`config.mk`:
```
export PLATFORM = sky130hd
export DESIGN_NAME = pipelined_rca
export DESIGN_NICKNAME = d
export VERILOG_FILES = /design/src/rtl/pipelined_rca.sv
export SDC_FILE = /design/constraint.sdc
export NUM_CORES = 1
export LEC_CHECK = 0
export CORE_ASPECT_RATIO = 1.2
export CORE_MARGIN = 5
export CORE_UTILIZATION = 35
export CTS_BUF_LIST = sky130_fd_sc_hd__clkbuf_8
export DETAILED_ROUTE_END_ITERATION = 8
export GPL_TIMING_DRIVEN = 0
export PLACE_DENSITY = 0.56
export SYNTH_ARGS = -nofsm -noshare
export SYNTH_HDL_FRONTEND = slang
export SYNTH_SLANG_ARGS = --single-unit
```
`constraint.sdc`:
```
create_clock -name clk -period 5.9 [get_ports clk]
set_clock_uncertainty 0.15 [all_clocks]
set_input_delay 1.18 -clock clk [delete_from_list [all_inputs] [get_ports clk]]
set_output_delay 1.18 -clock clk [all_outputs]
set_load 0.02 [all_outputs]
```
`src/rtl/pipelined_rca.sv`:
```
// Pipelined ripple-carry add/subtract with a valid/ready handshake.
// Rank 0 registers the effective operands (A, B' = Sub ? ~B : B, c0).
// Ranks 1..STAGES each ripple one SEG-bit segment using the carry from the
// previous rank, so latency is STAGES cycles from acceptance to out_valid.
// A single global advance signal stalls every rank together.
// Ports:
//   clk, rst              clock, asynchronous active-high reset
//   in_valid / in_ready   operand beat handshake
//   A, B, Cin, Sub        operands, carry-in (add only), subtract select
//   out_valid / out_ready result beat handshake
//   Sum                   WIDTH+1-bit result, Sum[WIDTH] = carry-out
//   Ovf                   signed overflow of the WIDTH-bit result
module pipelined_rca #(
  parameter int unsigned WIDTH  = 16,
  parameter int unsigned STAGES = 4
) (
  input  logic             clk,
  input  logic             rst,
  input  logic             in_valid,
  output logic             in_ready,
  input  logic [WIDTH-1:0] A,
  input  logic [WIDTH-1:0] B,
  input  logic             Cin,
  input  logic             Sub,
  output logic             out_valid,
  input  logic             out_ready,
  output logic [WIDTH:0]   Sum,
  output logic             Ovf
);

  localparam int unsigned SEG = WIDTH / STAGES;
  localparam int unsigned NR  = STAGES + 1;

  logic [NR-1:0]    valid_q, valid_d;
  logic [NR-1:0]    carry_q, carry_d;
  logic [WIDTH-1:0] a_q [NR];
  logic [WIDTH-1:0] a_d [NR];
  logic [WIDTH-1:0] b_q [NR];
  logic [WIDTH-1:0] b_d [NR];
  logic [WIDTH-1:0] s_q [NR];
  logic [WIDTH-1:0] s_d [NR];
  logic             ovf_q, ovf_d;
  logic             live_q;
  logic             adv_c;

  // Next-state for all ranks; everything holds unless the pipe advances.
  always_comb begin : next_state
    logic [WIDTH-1:0] pa, pb, ps;
    logic             cy;
    int unsigned      idx;
    adv_c   = out_ready | ~valid_q[NR-1];
    valid_d = valid_q;
    carry_d = carry_q;
    a_d     = a_q;
    b_d     = b_q;
    s_d     = s_q;
    ovf_d   = ovf_q;
    pa      = '0;
    pb      = '0;
    ps      = '0;
    cy      = 1'b0;
    idx     = 0;
    if (adv_c) begin
      // Operand rank; live_q keeps the block closed until one edge after reset.
      valid_d[0] = in_valid & live_q;
      if (in_valid & live_q) begin
        a_d[0]     = A;
        b_d[0]     = Sub ? ~B : B;
        s_d[0]     = '0;
        carry_d[0] = Sub | Cin;
      end
      // Rank k ripples segment k-1 through one full adder per bit.
      for (int unsigned k = 1; k < NR; k++) begin
        pa = a_q[k-1];
        pb = b_q[k-1];
        ps = s_q[k-1];
        cy = carry_q[k-1];
        for (int unsigned i = 0; i < SEG; i++) begin
          idx     = (k - 1) * SEG + i;
          ps[idx] = pa[idx] ^ pb[idx] ^ cy;
          cy      = (pa[idx] & pb[idx]) | (cy & (pa[idx] ^ pb[idx]));
        end
        valid_d[k] = valid_q[k-1];
        // Data only moves with a valid beat, so bubbles leave Sum untouched.
        if (valid_q[k-1]) begin
          a_d[k]     = pa;
          b_d[k]     = pb;
          s_d[k]     = ps;
          carry_d[k] = cy;
        end
      end
      // Overflow needs the finished sign bit, so it is formed in the last rank.
      if (valid_q[NR-2]) begin
        ovf_d = (a_q[NR-2][WIDTH-1] == b_q[NR-2][WIDTH-1]) &&
                (s_d[NR-1][WIDTH-1] != a_q[NR-2][WIDTH-1]);
      end
    end
  end

  // Pipeline registers.
  always_ff @(posedge clk or posedge rst) begin
    if (rst) begin
      valid_q <= '0;
      carry_q <= '0;
      ovf_q   <= 1'b0;
      live_q  <= 1'b0;
      for (int unsigned k = 0; k < NR; k++) begin
        a_q[k] <= '0;
        b_q[k] <= '0;
        s_q[k] <= '0;
      end
    end else begin
      valid_q <= valid_d;
      carry_q <= carry_d;
      ovf_q   <= ovf_d;
      live_q  <= 1'b1;
      for (int unsigned k = 0; k < NR; k++) begin
        a_q[k] <= a_d[k];
        b_q[k] <= b_d[k];
        s_q[k] <= s_d[k];
      end
    end
  end

  assign in_ready  = adv_c & live_q;
  assign out_valid = valid_q[NR-1];
  assign Sum       = {carry_q[NR-1], s_q[NR-1]};
  assign Ovf       = ovf_q;

endmodule
```
==> results of run 1 <==
-- state kept, by name (all words and copies together) (netlist names) --
signal / count
Ovf: 1
Sum: 16
a_q: 40
b_q: 40
carry_q: 5
live_q: 1
s_q: 24
valid_q: 5
-- metrics by stage --
stage               instances  instance area, um^2
detailed placement        647                 6600
CTS                       679                 7030
global placement          646                 6560
finish                    679                 7030
global route              679                 7030
floorplan                 378                 5740
-- final cells by class --
cell class,count,area share
well taps,212,0.0377
plain buffers,32,0.0345
repair buffers,57,0.0836
multi-input cells,185,0.296
clock buffers,20,0.0392
flip-flops and latches,132,0.470
inverters,29,0.0162
clock inverters,12,0.0228
-- critical path, cell delays in order --
cell and delay [ps]:
clkdlybuf4s50_1 480, nand2b_4 170, buf_4 190, and2_1 170, clkdlybuf4s50_1 610
-- cell usage after synthesis --
library cell	instances
nand2_1	7
nor2_1	1
and2_1	1
ha_1	1
fa_1	16
a31oi_1	3
xnor2_1	3
buf_4	18
mux2i_1	7
buf_2	8
and3_4	1
o21ai_0	10
mux2_4	26
nor2b_1	1
nand2_2	2
dfrtp_1	132
inv_1	29
buf_6	6
conb_1	1
xor2_1	14
nand2b_4	1
o31ai_1	1
a21oi_1	3
a21o_1	1
mux2_2	85
-- per-layer routing --
metal	global-route usage	vias to the layer above	wire, um
li1	-	1406	-
met1	0.141	1486	4240
met2	0.191	53	5010
met3	0.0326	12	362
met4	0.0467	0	157
met5	0	-	0
-- logic make-up (layout without fill, tap and decap cells) --
family | count (synthesis) | after routing | synth area share
adder cells (fa/ha/maj) | 17 | 17 | 0.0580
XOR/XNOR | 17 | 17 | 0.0260
multiplexers | 118 | 118 | 0.247
AND/OR/NAND/NOR | 14 | 14 | 0.0140
AO/OA/AOI/OAI | 18 | 18 | 0.0172
flip-flops | 132 | 132 | 0.576
buffers and inverters | 61 | 150 | 0.0613
other | 1 | 1 | 0.000654
-- worst min-delay path by stage --
stage / endpoint / depth (start not counted) / from / slack [ps]
3_5_place_dp: b_q[42] / 1 / b_q[58] / 340
5_1_grt: b_q[31] / 1 / b_q[47] / 370
6_report: b_q[58] / 1 / b_q[58] / 350
3_3_place_gp: a_q[71] / 1 / a_q[71] / 340
2_1_floorplan: s_q[48] / 2 / s_q[48] / 320
4_1_cts: b_q[31] / 1 / b_q[47] / 360
-- report_power, final --
part / leakage (nW) / total, mW / internal, mW / switching [mW]
Sequential: 1.57 / 1.55 / 1.32 / 0.234
Combinational: 1.39 / 1.33 / 0.789 / 0.537
Clock: 0.231 / 0.817 / 0.487 / 0.329
==> impl_metrics.env, run 1 <==
export IMPL_cts_resized=0
export IMPL_port_buffers=56
export IMPL_multi_input_area_mm2=0.00208
export IMPL_clockBufferDepth=2
export IMPL_die_width_um=127
export IMPL_cp_arrival_ps=2810
export IMPL_die_area_mm2=0.0191
export IMPL_worstPathRequired_ps=4570
export IMPL_fin_total_pwr_mw=3.69
export IMPL_grt_max_degree=72
export IMPL_critPathKind="in -> out"
export IMPL_finalSetupViolCount=0
export IMPL_setup_slack_ps=1760
export IMPL_hold_violations=0
export IMPL_avgViaCountPerCell=4.35
export IMPL_outcome="finished, final reports clean"
export IMPL_clk_insertion_delay_late_ps=430
export IMPL_regToRegSetupSlack_ps=3400
export IMPL_fmax_mhz=242
export IMPL_hold_class="reg -> reg"
export IMPL_vdd_drop_max_uv=164
export IMPL_synthCells=378
export IMPL_numClockSinks=132
export IMPL_yosys_area_top_type="dfrtp_1"
export IMPL_place_hpwl_mm=7.30
export IMPL_yosysSeqAreaShare=0.576
export IMPL_pwr_density_cell_mw_per_mm2=526
export IMPL_drt_wirelength_per_cell_um=14.4
export IMPL_final_cell_mix="132 x dfrtp_1, 85 x mux2_2, 56 x clkdlybuf4s50_1"
export IMPL_routed_wl_mm=9.77
export IMPL_initial_core_util=0.355
export IMPL_coreArea_mm2=0.0161
export IMPL_ys_warn_count=0
export IMPL_crit_path_max_fanout=10
export IMPL_drt_initial_drc_count=116
export IMPL_drt_pass1_iter_count=3
export IMPL_track_usage=0.115
export IMPL_drv_cap=0
export IMPL_final_core_util=0.435
export IMPL_crit_path_end_kind="primary output"
export IMPL_overflow=0
export IMPL_synth_seq_cells=132
export IMPL_worst_pin_slew_ps=676
export IMPL_rsz0062_at_grt="false"
export IMPL_cts_buffers=17
export IMPL_drive_above_1_share=0.383
export IMPL_num_vias=2957
export IMPL_relSlewSlack=0.548
export IMPL_reg2regPathDepth=8
export IMPL_post_cts_buffers=0
export IMPL_netlist_area_mm2=0.00574
export IMPL_timing_rr_start="carry_q[3]"
export IMPL_fin_crit_ps=4140
export IMPL_pin_count=58
export IMPL_cp_startpoint="out_ready"
export IMPL_drc=0
export IMPL_fill_cells=1473
export IMPL_grt_pass1_vias=3261
export IMPL_dpl_worst_slack_ps=1790
export IMPL_grt_pass1_wl_mm=17.0
export IMPL_n_antenna_cell=0
export IMPL_fin_nets=509
export IMPL_seqCellArea_mm2=0.00330
export IMPL_layout_commonest_cell="dfrtp_1"
export IMPL_yosys_top_cells_area="dfrtp_1 58%, mux2_2 17%, mux2_4 6.8%, fa_1 5.6%, buf_4 2.4%"
export IMPL_place_congestion=0.698
export IMPL_htree_levels=4
export IMPL_rows=51
export IMPL_maxSlewViolCount=0
export IMPL_min_period_over_period=0.701
export IMPL_worstSetupEndpoint="in_ready"
export IMPL_tns_ps=0
export IMPL_syn_avg_cell_area_um2=15.2
export IMPL_grt_antenna_before_repair=0
export IMPL_postCtsHoldBufs=0
export IMPL_antenna_left=0
export IMPL_p_leak_nw=3.19
export IMPL_rr_endpoint="Ovf"
export IMPL_path_clk_slew_ps=70
export IMPL_ys_types=25
export IMPL_area_delta_synth_final_pct=22.6
export IMPL_syn_nets=433
export IMPL_whs_ps=350
export IMPL_die_h_um=150
export IMPL_synth_top_cell_area_share=0.576
export IMPL_cts_root_buf="clkbuf_8"
export IMPL_cts_tree="yes"
export IMPL_cp_start_kind="input port"
Power figures use the tool's default switching activity.
==> inputs of run 2 (changes only) <==
Settings changed: PLACE_DENSITY 0.56 to 0.58.
Clock period 5.9 ns to 3.4 ns, I/O delays scaled along.
==> impl_metrics.env, run 2 (synthesis results as in run 1) <==
export IMPL_outcome="finished, final reports clean"
export IMPL_worstPathRequired_ps=2570
export IMPL_n_antenna_cell=0
export IMPL_drt_wirelength_per_cell_um=14.1
export IMPL_coreArea_mm2=0.0161
export IMPL_cp_arrival_ps=2290
export IMPL_place_hpwl_mm=7.42
export IMPL_crit_path_end_kind="primary output"
export IMPL_cts_tree="yes"
export IMPL_cp_start_kind="input port"
export IMPL_grt_max_degree=37
export IMPL_die_width_um=127
export IMPL_die_area_mm2=0.0191
export IMPL_grt_antenna_before_repair=0
export IMPL_hold_class="reg -> reg"
export IMPL_min_period_over_period=0.917
export IMPL_drc=0
export IMPL_p_seq_frac=0.429
export IMPL_post_cts_buffers=0
export IMPL_area_delta_synth_final_pct=22.4
export IMPL_reg2regPathDepth=8
export IMPL_critPathKind="in -> out"
export IMPL_tns_ps=0
export IMPL_hold_path_startpoint="a_q[57]"
export IMPL_netSwitchingPower_mw=1.86
export IMPL_grt_pass1_wl_mm=17.1
export IMPL_pwr_density_cell_mw_per_mm2=892
export IMPL_postCtsHoldBufs=0
export IMPL_grt_pass1_vias=3337
export IMPL_fin_crit_ps=3120
export IMPL_initial_core_util=0.355
export IMPL_pwr_share_clk=0.205
export IMPL_p_sw_frac=0.297
export IMPL_p_comb_frac=0.365
export IMPL_reg_top3="a_q x40, b_q x40, s_q x24"
export IMPL_vdd_drop_max_uv=249
export IMPL_rows=51
export IMPL_crit_path_max_fanout=10
export IMPL_drv_cap=0
export IMPL_maxSlewViolCount=0
export IMPL_layout_commonest_cell="dfrtp_1"
export IMPL_port_buffers=56
export IMPL_worst_pin_slew_ps=688
export IMPL_numClockSinks=132
export IMPL_intPower_mw=4.40
export IMPL_antenna_left=0
export IMPL_drt_initial_drc_count=88
export IMPL_timing_rr_start="carry_q[3]"
export IMPL_fin_nets=511
export IMPL_die_h_um=150
export IMPL_avgViaCountPerCell=4.37
export IMPL_routed_wl_mm=9.56
export IMPL_holdPathStages=1
export IMPL_final_core_util=0.435
export IMPL_p_leak_nw=3.18
export IMPL_cp_startpoint="out_ready"
export IMPL_track_usage=0.114
export IMPL_drive_above_1_share=0.382
export IMPL_rsz0062_at_grt="false"
export IMPL_clk_insertion_delay_late_ps=430
export IMPL_htree_levels=4
export IMPL_cts_buffers=17
export IMPL_hold_violations=0
export IMPL_drt_pass1_iter_count=4
export IMPL_place_congestion=0.738
export IMPL_cts_root_buf="clkbuf_8"
export IMPL_path_clk_slew_ps=70
export IMPL_overflow=0
export IMPL_pin_count=58
export IMPL_fmax_mhz=321
export IMPL_clockBufferDepth=2
export IMPL_relSlewSlack=0.540
export IMPL_final_cell_mix="132 x dfrtp_1, 85 x mux2_2, 56 x clkdlybuf4s50_1"
export IMPL_finalSetupViolCount=0
export IMPL_num_vias=2966
export IMPL_cts_resized=0
export IMPL_fin_total_pwr_mw=6.26
-- run 2: cell types whose count changed in the layout (fill, tap and decap cells not counted), sizes merged --
| cell | previous run | this run |
|---|---|---|
| clkinv | 5 | 2 |
| inv | 31 | 30 |
| clkbuf | 20 | 23 |
| buf | 33 | 35 |
| bufinv | 4 | 2 |
-- run 2: power groups by stage --
stage               combinational [mW]  clock, mW  sequential [mW]
global route                      2.57       1.40             2.81
CTS                               2.34       1.33             2.71
finish                            2.29       1.29             2.69
floorplan                         1.72          0             2.59
detailed placement                2.34          0             2.74
global placement                  2.27          0             2.72
-- run 2: layout make-up --
| class | instances | area, um^2 |
|---|---|---|
| clock inverter | 6 | 77.6 |
| sequential | 132 | 3300 |
| buffer | 32 | 243 |
| timing repair buffer | 59 | 621 |
| fill | 1483 | 9120 |
| clock buffer | 23 | 317 |
| tap | 212 | 265 |
| inverter | 29 | 113 |
| multi-input combinational | 185 | 2080 |
-- run 2: worst paths after layout --
check,to,slack (ps)
max,in_ready,280
min,a_q[41],350
max reg2reg,Ovf,910
min reg2reg,a_q[41],350
max in group asynchronous,s_q[38],1690
min in group asynchronous,Sum[0],560
-- run 2: metal layers --
layer / share of wire / global-route usage
met4: 0.014 / 0.0483
met1: 0.44 / 0.145
met3: 0.039 / 0.0312
met2: 0.50 / 0.186
met5: 0 / 0
-- run 2: critical path, stage by stage --
cell,delay [ps]
clkdlybuf4s50_1,480
nand2b_4,170
buf_4,200
and2_1,150
clkdlybuf4s50_1,600
-- run 2: per-stage QoR --
stage                     worst slack, ps  instance area (um^2)  hold slack [ps]  std cells
after CTS                             265                  7020              354        678
after global routing                  203                  7020              363        678
after floorplan                       933                  5740              320        378
final                                 282                  7020              352        678
after detailed placement              283                  6630              342        649
after global placement               -233                  6570              339        646
==> inputs of run 3 (changes only) <==
Settings changed: CORE_UTILIZATION 35 to 53, PLACE_DENSITY 0.58 to 0.87.
==> impl_metrics.env, run 3 (synthesis results as in run 1) <==
export IMPL_clk_insertion_delay_late_ps=430
export IMPL_timing_rr_start="carry_q[3]"
export IMPL_cp_num_cells=5
export IMPL_pin_count=58
export IMPL_rr_endpoint="Ovf"
export IMPL_cp_startpoint="out_ready"
export IMPL_reg2regPathDepth=8
export IMPL_critPathKind="in -> out"
export IMPL_final_core_util=0.655
export IMPL_fin_crit_ps=3120
export IMPL_worstPathRequired_ps=2570
export IMPL_routed_wl_mm=9.60
export IMPL_path_delay_family="buffers and inverters"
export IMPL_final_cell_area_mm2=0.00692
export IMPL_final_cell_mix="132 x dfrtp_1, 85 x mux2_2, 56 x clkdlybuf4s50_1"
export IMPL_drt_wirelength_per_cell_um=16.1
export IMPL_place_hpwl_mm=7.30
export IMPL_maxSlewViolCount=0
export IMPL_path_cells="clkdlybuf4s50_1 -> nand2b_4 -> buf_4 -> and2_1 -> clkdlybuf4s50_1"
export IMPL_worst_pin_slew_ps=673
export IMPL_hold_violations=0
export IMPL_drv_cap=0
export IMPL_vdd_drop_max_uv=395
export IMPL_layout_commonest_cell="dfrtp_1"
export IMPL_place_congestion=0.766
export IMPL_num_vias=3004
export IMPL_relSlewSlack=0.551
export IMPL_fmax_mhz=321
export IMPL_cts_root_buf="clkbuf_8"
export IMPL_antenna_left=0
export IMPL_outcome="finished, final reports clean"
export IMPL_crit_path_end_kind="primary output"
export IMPL_path_clk_slew_ps=70
export IMPL_htree_levels=4
export IMPL_placed_cell_area_mm2=0.00652
export IMPL_regToRegSetupSlack_ps=870
export IMPL_worstSetupEndpoint="in_ready"
export IMPL_critPathMaxStageDelay_ps=610
export IMPL_whs_ps=356
export IMPL_overflow=0
export IMPL_cts_tree="yes"
export IMPL_cts_buffers=17
export IMPL_cts_resized=0
export IMPL_grt_pass1_vias=3419
export IMPL_fin_cells=597
export IMPL_rsz0062_at_grt="false"
export IMPL_cp_start_kind="input port"
export IMPL_cp_arrival_ps=2290
export IMPL_die_h_um=124
export IMPL_crit_path_max_fanout=10
export IMPL_avgViaCountPerCell=5.03
export IMPL_fill_cells=771
export IMPL_grt_antenna_before_repair=0
export IMPL_port_buffers=56
export IMPL_clockBufferDepth=2
export IMPL_die_area_mm2=0.0130
export IMPL_drt_initial_drc_count=118
export IMPL_post_cts_buffers=0
export IMPL_track_usage=0.165
export IMPL_n_antenna_cell=0
export IMPL_reg_top3="a_q x40, b_q x40, s_q x24"
export IMPL_pwr_density_cell_mw_per_mm2=913
export IMPL_fin_nets=511
export IMPL_grt_max_degree=46
export IMPL_numClockSinks=132
export IMPL_min_period_over_period=0.916
export IMPL_fin_total_pwr_mw=6.32
export IMPL_postCtsHoldBufs=0
export IMPL_area_delta_synth_final_pct=20.6
export IMPL_die_width_um=105
export IMPL_drive_above_1_share=0.387
export IMPL_rows=41
export IMPL_cpMaxStageDelayCell="clkdlybuf4s50_1"
export IMPL_grt_pass1_wl_mm=16.6
export IMPL_hold_class="reg -> reg"
export IMPL_p_leak_nw=3.17
export IMPL_initial_core_util=0.543
export IMPL_crit_top_cell="clkdlybuf4s50_1"
export IMPL_drc=0
export IMPL_finalSetupViolCount=0
export IMPL_placedCellCount=566
export IMPL_coreArea_mm2=0.0106
export IMPL_drt_pass1_iter_count=4
export IMPL_critPathBufInv=3
==> run 3: cell count changes in the layout (fill, tap and decap cells not counted) <==
cell | previous run | this run
clkinvlp_4 | 1 | 4
clkbuf_8 | 23 | 21
clkinv_2 | 2 | 4
inv_1 | 30 | 29
==> run 3: layout make-up <==
type	instances	area, um^2	area share
buffer	32	243	0.0351
clock buffer	21	289	0.0418
clock inverter	10	106	0.0154
inverter	29	113	0.0163
multi-input combinational	185	2080	0.301
sequential	132	3300	0.477
tap	129	161	0.0233
timing repair buffer	59	621	0.0897
==> run 3: per-stage QoR <==
step                      worst slack, ps  setup TNS [ps]
after floorplan                       933               0
after global placement               -108          -13290
after detailed placement              279               0
after CTS                             259               0
after global routing                  209               0
final                                 284               0
==> run 3: worst reg2reg max path, delay by kind of cell, from the launching register on <==
kind                     cells  cell delay [ps]
AO/OA/AOI/OAI                1              170
XOR/XNOR                     1              150
adder cells (fa/ha/maj)      4             1460
buffers and inverters        2              150
flip-flops                   1              360
==> run 3: layer usage <==
layer	vias to the layer above	wire [um]	part of all wire	GRT usage
met3	14	401	0.042	0.0482
met4	0	165	0.017	0.0639
li1	1397	-	-	-
met1	1533	3850	0.40	0.189
met2	60	5180	0.54	0.293
met5	-	0	0	0
==> run 3: worst min-delay path by stage <==
stage | to | slack, ps | cells after the start | start
after floorplan | s_q[48] | 320 | 2 | s_q[48]
after global placement | s_q[18] | 340 | 1 | s_q[34]
after detailed placement | a_q[71] | 340 | 1 | a_q[71]
after CTS | b_q[40] | 360 | 1 | b_q[40]
after global routing | Sum[4] | 370 | 1 | s_q[20]
final | s_q[34] | 360 | 1 | s_q[50]
==> run 3: report_power, final <==
group | leakage [nW] | switching [mW] | internal [mW] | total, mW
Sequential | 1.57 | 0.425 | 2.29 | 2.71
Combinational | 1.41 | 0.954 | 1.37 | 2.33
Clock | 0.201 | 0.561 | 0.717 | 1.28
Total | 3.17 | 1.94 | 4.38 | 6.32
